$ cat src/rtl/matmul_pkg.sv
// Shared types and width helpers for the matmul result path.
package matmul_pkg;

    typedef enum logic {
        FILL = 1'b0,
        HOLD = 1'b1
    } rtw_state_t;

    // Bits needed to hold a count in 0..n-1. Never narrower than one bit.
    function automatic int cnt_width(input int n);
        return (n <= 2) ? 1 : $clog2(n);
    endfunction

endpackage

$ cat src/rtl/result_tile_writer.sv
// Result tile writer: streams PE results into result RAM addresses 0..TILE_DEPTH-1,
// toggles a tile-done trigger after the last write of each tile, then blocks input
// for a hold window so the readout sweep can drain the RAM.
module result_tile_writer
    import matmul_pkg::*;
#(
    parameter int D_WIDTH     = 64,
    parameter int ADDR_WIDTH  = 32,
    parameter int TILE_DEPTH  = 16,
    parameter int HOLD_CYCLES = TILE_DEPTH + 2
) (
    input  logic                  clk,
    input  logic                  rst_n,
    input  logic                  res_valid_in,
    input  logic [D_WIDTH-1:0]    res_data_in,
    output logic                  res_ready_out,
    output logic                  res_wr_en_out,
    output logic [ADDR_WIDTH-1:0] res_wr_addr_out,
    output logic [D_WIDTH-1:0]    res_wr_data_out,
    output logic                  output_trigger_out,
    output logic                  busy_out,
    output logic [15:0]           tile_count_out
);

    localparam int PTR_W = cnt_width(TILE_DEPTH);
    localparam int HC_W  = cnt_width(HOLD_CYCLES);

    localparam logic [PTR_W-1:0] LAST_PTR  = PTR_W'(TILE_DEPTH - 1);
    localparam logic [HC_W-1:0]  HOLD_LOAD = HC_W'(HOLD_CYCLES - 1);

    rtw_state_t            state_q, state_d;
    logic                  ready_q, ready_d;
    logic [PTR_W-1:0]      wr_ptr_q, wr_ptr_d;
    logic [HC_W-1:0]       hold_cnt_q, hold_cnt_d;
    // Set by the last-word transfer; the toggle happens one edge later so the
    // trigger edge always follows the final RAM write strobe.
    logic                  tile_done_q, tile_done_d;
    logic                  wr_en_q, wr_en_d;
    logic [ADDR_WIDTH-1:0] wr_addr_q, wr_addr_d;
    logic [D_WIDTH-1:0]    wr_data_q, wr_data_d;
    logic                  trig_q, trig_d;
    logic [15:0]           tile_cnt_q, tile_cnt_d;
    logic                  xfer;

    // Ready is registered, so a transfer depends only on the stored ready bit.
    assign xfer = res_valid_in && ready_q;

    // Next-state and next-output logic for the FILL/HOLD sequencer.
    always_comb begin
        state_d     = state_q;
        wr_ptr_d    = wr_ptr_q;
        hold_cnt_d  = hold_cnt_q;
        tile_done_d = tile_done_q;
        wr_en_d     = 1'b0;
        wr_addr_d   = wr_addr_q;
        wr_data_d   = wr_data_q;
        trig_d      = trig_q;
        tile_cnt_d  = tile_cnt_q;

        case (state_q)
            FILL: begin
                if (xfer) begin
                    wr_en_d   = 1'b1;
                    wr_addr_d = ADDR_WIDTH'(wr_ptr_q);
                    wr_data_d = res_data_in;
                    if (wr_ptr_q == LAST_PTR) begin
                        wr_ptr_d    = '0;
                        state_d     = HOLD;
                        tile_done_d = 1'b1;
                    end else begin
                        wr_ptr_d = wr_ptr_q + 1'b1;
                    end
                end
            end
            HOLD: begin
                if (tile_done_q) begin
                    trig_d      = ~trig_q;
                    tile_cnt_d  = tile_cnt_q + 16'd1;
                    hold_cnt_d  = HOLD_LOAD;
                    tile_done_d = 1'b0;
                end else if (hold_cnt_q == '0) begin
                    state_d = FILL;
                end else begin
                    hold_cnt_d = hold_cnt_q - 1'b1;
                end
            end
            default: state_d = FILL;
        endcase

        ready_d = (state_d == FILL);
    end

    // State and output registers; reset discards any partial tile.
    always_ff @(posedge clk or negedge rst_n) begin
        if (!rst_n) begin
            state_q     <= FILL;
            ready_q     <= 1'b0;
            wr_ptr_q    <= '0;
            hold_cnt_q  <= '0;
            tile_done_q <= 1'b0;
            wr_en_q     <= 1'b0;
            wr_addr_q   <= '0;
            wr_data_q   <= '0;
            trig_q      <= 1'b0;
            tile_cnt_q  <= '0;
        end else begin
            state_q     <= state_d;
            ready_q     <= ready_d;
            wr_ptr_q    <= wr_ptr_d;
            hold_cnt_q  <= hold_cnt_d;
            tile_done_q <= tile_done_d;
            wr_en_q     <= wr_en_d;
            wr_addr_q   <= wr_addr_d;
            wr_data_q   <= wr_data_d;
            trig_q      <= trig_d;
            tile_cnt_q  <= tile_cnt_d;
        end
    end

    assign res_ready_out      = ready_q;
    assign res_wr_en_out      = wr_en_q;
    assign res_wr_addr_out    = wr_addr_q;
    assign res_wr_data_out    = wr_data_q;
    assign output_trigger_out = trig_q;
    assign busy_out           = (state_q == HOLD);
    assign tile_count_out     = tile_cnt_q;

endmodule

$ cat config.mk
export PLATFORM = sky130hd
export DESIGN_NAME = result_tile_writer
export DESIGN_NICKNAME = d
export VERILOG_FILES = /design/src/rtl/matmul_pkg.sv /design/src/rtl/result_tile_writer.sv
export SDC_FILE = /design/constraint.sdc
export NUM_CORES = 1
export LEC_CHECK = 0
export CAP_MARGIN = 20
export CORE_MARGIN = 2
export CORE_UTILIZATION = 40
export CTS_BUF_LIST = sky130_fd_sc_hd__clkbuf_2
export CTS_CLUSTER_DIAMETER = 100
export CTS_CLUSTER_SIZE = 8
export DETAILED_ROUTE_END_ITERATION = 6
export GPL_TIMING_DRIVEN = 0
export PLACE_DENSITY_LB_ADDON = 0.3
export SLEW_MARGIN = 15
export SYNTH_ARGS = -nofsm -noshare
export SYNTH_HDL_FRONTEND = slang
export SYNTH_SLANG_ARGS = --single-unit
$ cat constraint.sdc
create_clock -name clk -period 2 [get_ports clk]
set_clock_uncertainty 0.05 [all_clocks]
set_input_delay 0.3 -clock clk [delete_from_list [all_inputs] [get_ports clk]]
set_output_delay 0.3 -clock clk [all_outputs]
set_load 0.01 [all_outputs]
# --- Yosys cells after proc, flatten, opt, wreduce, memory -nomap -nowiden ---
# Cells that the tools add are included.
word_totals:
  register_bits: 98
  word_cells: 39
  output_inout_bits: 116
  in_bits: 67
classes:
  reduce_logical: 6
  add_sub_neg: 3
  n_bitwise: 3
  n_eq_ne: 4
  mux: 13
op_table:
  columns: ["cell", "count"]
  rows:
  - ["adder 16 x 1 -> 16 bit, second input constant", 1]
  - ["2-to-1 mux 5 bit", 2]
  - ["2-to-1 mux 1 bit", 8]
  - ["AND reduction 2 bit", 4]
  - ["!= test 2 bit, second input constant", 3]
  - ["logical NOT 5 bit", 1]
  - ["subtractor 5 x 1 -> 5 bit, second input constant", 1]
  - ["adder 4 x 1 -> 4 bit, second input constant", 1]
  - ["== test 4 bit, second input constant", 1]
  - ["2-to-1 mux 4 bit", 1]
  - ["one-hot mux 1 bit (2 select lines)", 2]
  - ["NOT 1 bit", 3]
  - ["logical AND 1 bit", 1]

# --- Longest topological paths before layout ---
logic_depth:
  depth_word: 5
  depth_mapped: 7
  ltp_nobuf: 6

# --- Least setup slack after synthesis ---
# Ideal clock, no wire load.
synth_timing:
  kind: "register to register"
  start: "register hold_cnt_q[0]"
  end: "register state_q, in the netlist busy_out"
  arrival_ns: 1.244
  setup_time_ns: 0.111
  path_stages_with_launch: 7
  period_less_slack_ns: 1.405
  path_slack_ns: 0.595
  t_required_ns: 1.839
  cell_sequence: "dfrtp_1 -> inv_1 -> ha_1 -> nand2b_1 -> o41ai_4 -> and2_4 -> inv_2"
synth_between:
  elab_chain_cells: 4
synth_lines:
  columns: ["item", "line", "source"]
  rows:
  - ["from (decl)", "result_tile_writer.sv:34", "logic [HC_W-1:0] hold_cnt_q, hold_cnt_d;"]
  - ["from (signal assigned)", "result_tile_writer.sv:110", "hold_cnt_q <= hold_cnt_d;"]
  - ["logical NOT 5 bit", "result_tile_writer.sv:81", "end else if (hold_cnt_q == '0) begin"]
  - ["2-to-1 mux 1 bit", "result_tile_writer.sv:81", null]
  - ["2-to-1 mux 1 bit", "result_tile_writer.sv:76", "if (tile_done_q) begin"]
  - ["one-hot mux 1 bit (2 select lines)", "result_tile_writer.sv:60", "case (state_q)"]
  - ["named net state_d", "result_tile_writer.sv:31", "rtw_state_t state_q, state_d;"]
  - ["to (signal assigned)", "result_tile_writer.sv:107", "state_q <= state_d;"]
  - ["to (decl)", "result_tile_writer.sv:31", null]
# The timed path passes the listed nets, and every way through them passes these cells.
# A chain may end at the register's enable or synchronous reset.

# --- Worst setup path after layout ---
layout_timing:
  start: "register tile_cnt_q[9], in the netlist tile_count_out[9]"
  end: "output tile_count_out[9]"
layout_lines:
  columns: ["item", "line", "source"]
  rows:
  - ["from (decl)", "result_tile_writer.sv:42", "logic [15:0] tile_cnt_q, tile_cnt_d;"]
  - ["from (signal assigned)", "result_tile_writer.sv:116", "tile_cnt_q <= tile_cnt_d;"]
  - ["to (decl)", "result_tile_writer.sv:22", "output logic [15:0] tile_count_out"]
# No word-level cell between the ends.

==> flow_summary_export.csv <==
group,metric,value,unit
route,drtIter0Drc,155,
clock_tree,cts_root_buf,"clkbuf_2",
die,rows,37,
clock_tree,cts_buffer_depth,2,
synthesis,syn_area_per_cell,9.53,um^2
clock_tree,tritoncts,"yes",
final_layout,n_antenna_cell,0,
critical_path,arrival,1.56,ns
place,place_congestion,0.717,
synthesis,synthMuxAreaShare,0.00513,
critical_path,path_cells,"clkdlybuf4s50_1",
critical_path,critPathBufInv,1,
run_status,outcome,"finished, final reports clean",
die,fp.dieH,106,um
sta,slew_violations,0,
critical_path,rrSetupSlack,0.43,ns
synthesis,synth_xor_area_frac,0.0359,
route,drt_wl_total,9.76,mm
global_routing,grt_pass1_vias,3382,
critical_path,critPathMaxFanout,4,
final_layout,multi_input_area,1440,um^2
clock_tree,cts.sinks,98,
route,wire_per_inst,12.4,um
route,antenna_left,0,
global_routing,grt_pass1_wl,16.0,mm
synthesis,yosysWarningCount,0,
synthesis,synth_adder_area_share,0.00906,
synthesis,synth_area_leaders,"dfrtp_1 (59%), nand2_1 (20%), buf_4 (5.3%), xnor2_1 (1.9%), xor2_1 (1.7%)",
critical_path,crit_type,"reg2out",
global_routing,antenna_found_initial,0,
synthesis,synthCells,435,
die,design.die.area,11200,um^2
power,ir_worst_vdd,433,uV
final_layout,drive_above_1_share,0.140,
critical_path,cp_slowest_cell,"clkdlybuf4s50_1",
sta,fin_crit,1.91,ns
route,first_pass_iters,6,
place,io_buffers,154,
global_routing,overflow,0,
clock_tree,numCtsBuffers,9,
synthesis,yosysSeqAreaShare,0.592,
sta,clock.fmax,523,MHz
critical_path,crit_family,"buffers and inverters",
route,dr_wl_met2,4.83,mm
global_routing,grt_usage,0.177,
final_layout,area_growth,50.5,%
clock_tree,path_clk_slew,0.27,ns
synthesis,synth_common_cells,"nand2_1 (216), dfrtp_1 (98), buf_4 (29), buf_2 (13), xnor2_1 (9)",
sta,fin_crit_sh,0.956,
die,ios,183,
die,fp.coreArea,10200,um^2
synthesis,synth_ff_type,"dfrtp_1",
synthesis,async_reset_ff_frac,1.00,
sta,setup_viol,0,
synthesis,synth.distinct_cells,36,
hold_path,worstHoldPathType,"in2reg",
critical_path,crit_path_max_incr_delay,0.56,ns
route,met3_length,700,um
critical_path,crit_path_end_kind,"output port",
critical_path,crit_required,1.65,ns
clock_tree,htreeDepth,3,
synthesis,synth_edf_count,0,
synthesis,synth_compound_area_frac,0.0272,
synthesis,synth_most_common_cell,"nand2_1",
synthesis,synth_seq_cells,98,
sta,fin_setup_tns,0,ns
sta,holdWs,0.172,ns
synthesis,synth_top_family_by_area,"simple AND/OR/NAND/NOR gates",
die,die_w,106,um
final_layout,regArea,2460,um^2
route,top_layer_used,"met4",
critical_path,critPathLaunchType,"flop",
die,start_util,0.407,
final_layout,stdcell_area,6240,um^2
route,wl_met1,4.08,mm
flow_run,max-cap-violations,0,
place,hpwlAfterDp,7.03,mm
power,p_leak,0.00320,uW
synthesis,yosys.area.top_type,"dfrtp_1",
place,dpl_cell_area,5990,um^2
power,powerDensity,809,nW/um^2
synthesis,synth_top_area_frac,0.592,
route,drc,0,
final_layout,nNetsFinal,714,
synthesis,synth_area,4150,um^2
sta,hold_violations,0,
global_routing,grt_max_degree,79,
route,vias,3413,
synthesis,yosys.area_share.simple,0.244,
clock_tree,insertion_delay,0.55,ns
final_layout,n_fill_cell,868,
route,viasPerCell,4.35,
-- cells in the final DEF, fill, tap and decap left out, drive strengths merged, types with 4 or more instances in the layout --
cell / n
nand2: 216
clkdlybuf4s50: 151
dfrtp: 98
buf: 61
conb: 28
inv: 11
xnor2: 9
clkbuf: 9
xor2: 8
nor2: 7
clkinv: 5
a21oi: 4
o21ai: 4
nand4: 4
nand3: 4
-- timing repair --
action                                  in CTS  in global routing
hold buffers                                 1                  1
endpoints found under the setup margin       4                 11
pin swaps                                    0                  0
gates resized for setup                      2                  5
cloned                                       0                  0
hold endpoints to repair                    98                  8
setup buffers                                2                 12
-- report_power, final --
part	internal (uW)	switching (uW)	leakage [uW]
Sequential	2310	209	0.00121
Combinational	851	720	0.00191
Clock	289	667	0.0000713
-- state kept, by name, indices dropped and copies added, names as in the netlist, 4 cells and up --
register	count
wr_ptr_q	4
res_wr_addr_out	4
tile_count_out	16
hold_cnt_q	5
res_wr_data_out	64
-- per-stage QoR --
stage | cells | worst slack [ns] | util | total power, uW
floorplan | 462 | 0.595 | - | 3240
global placement | 752 | -2.99 | 0.585 | 4080
detailed placement | 753 | 0.279 | 0.588 | 4130
CTS | 772 | 0.00787 | 0.602 | 5110
global route | 785 | -0.0103 | 0.612 | 5380
finish | 785 | 0.0880 | 0.612 | 5040
-- final cells by class --
type | instances | share of cell area
Clock buffer | 9 | 0.00722
Inverter | 10 | 0.00642
Sequential cell | 98 | 0.394
Multi-Input combinational cell | 309 | 0.230
Clock inverter | 7 | 0.0110
Buffer | 45 | 0.0508
Timing Repair Buffer | 171 | 0.273
Tap cell | 136 | 0.0273
-- layer usage --
metal,up-vias,track usage
met5,-,0
li1,1713,-
met1,1574,0.219
met4,0,0.0602
met2,114,0.301
met3,12,0.0464
-- cells by family after synthesis --
kind of cell	Yosys count
xor+xnor	17
simple gates	244
fa+ha+maj	3
compound gates	15
other cells	1
flops	98
mux	2
buf+inv	55
-- path summary, 6_finish.rpt --
path                                          from                  end  depth (start not counted)
max in group asynchronous                    rst_n    tile_count_out[8]                          4
worst max-delay path             tile_count_out[9]    tile_count_out[9]                          1
worst min register to register  output_trigger_out   output_trigger_out                          1
worst max register to register       hold_cnt_q[0]             busy_out                          6
min in group asynchronous                    rst_n             busy_out                          3
worst min-delay path               res_data_in[15]  res_wr_data_out[15]                          3
(Power assumes the default switching activity.)
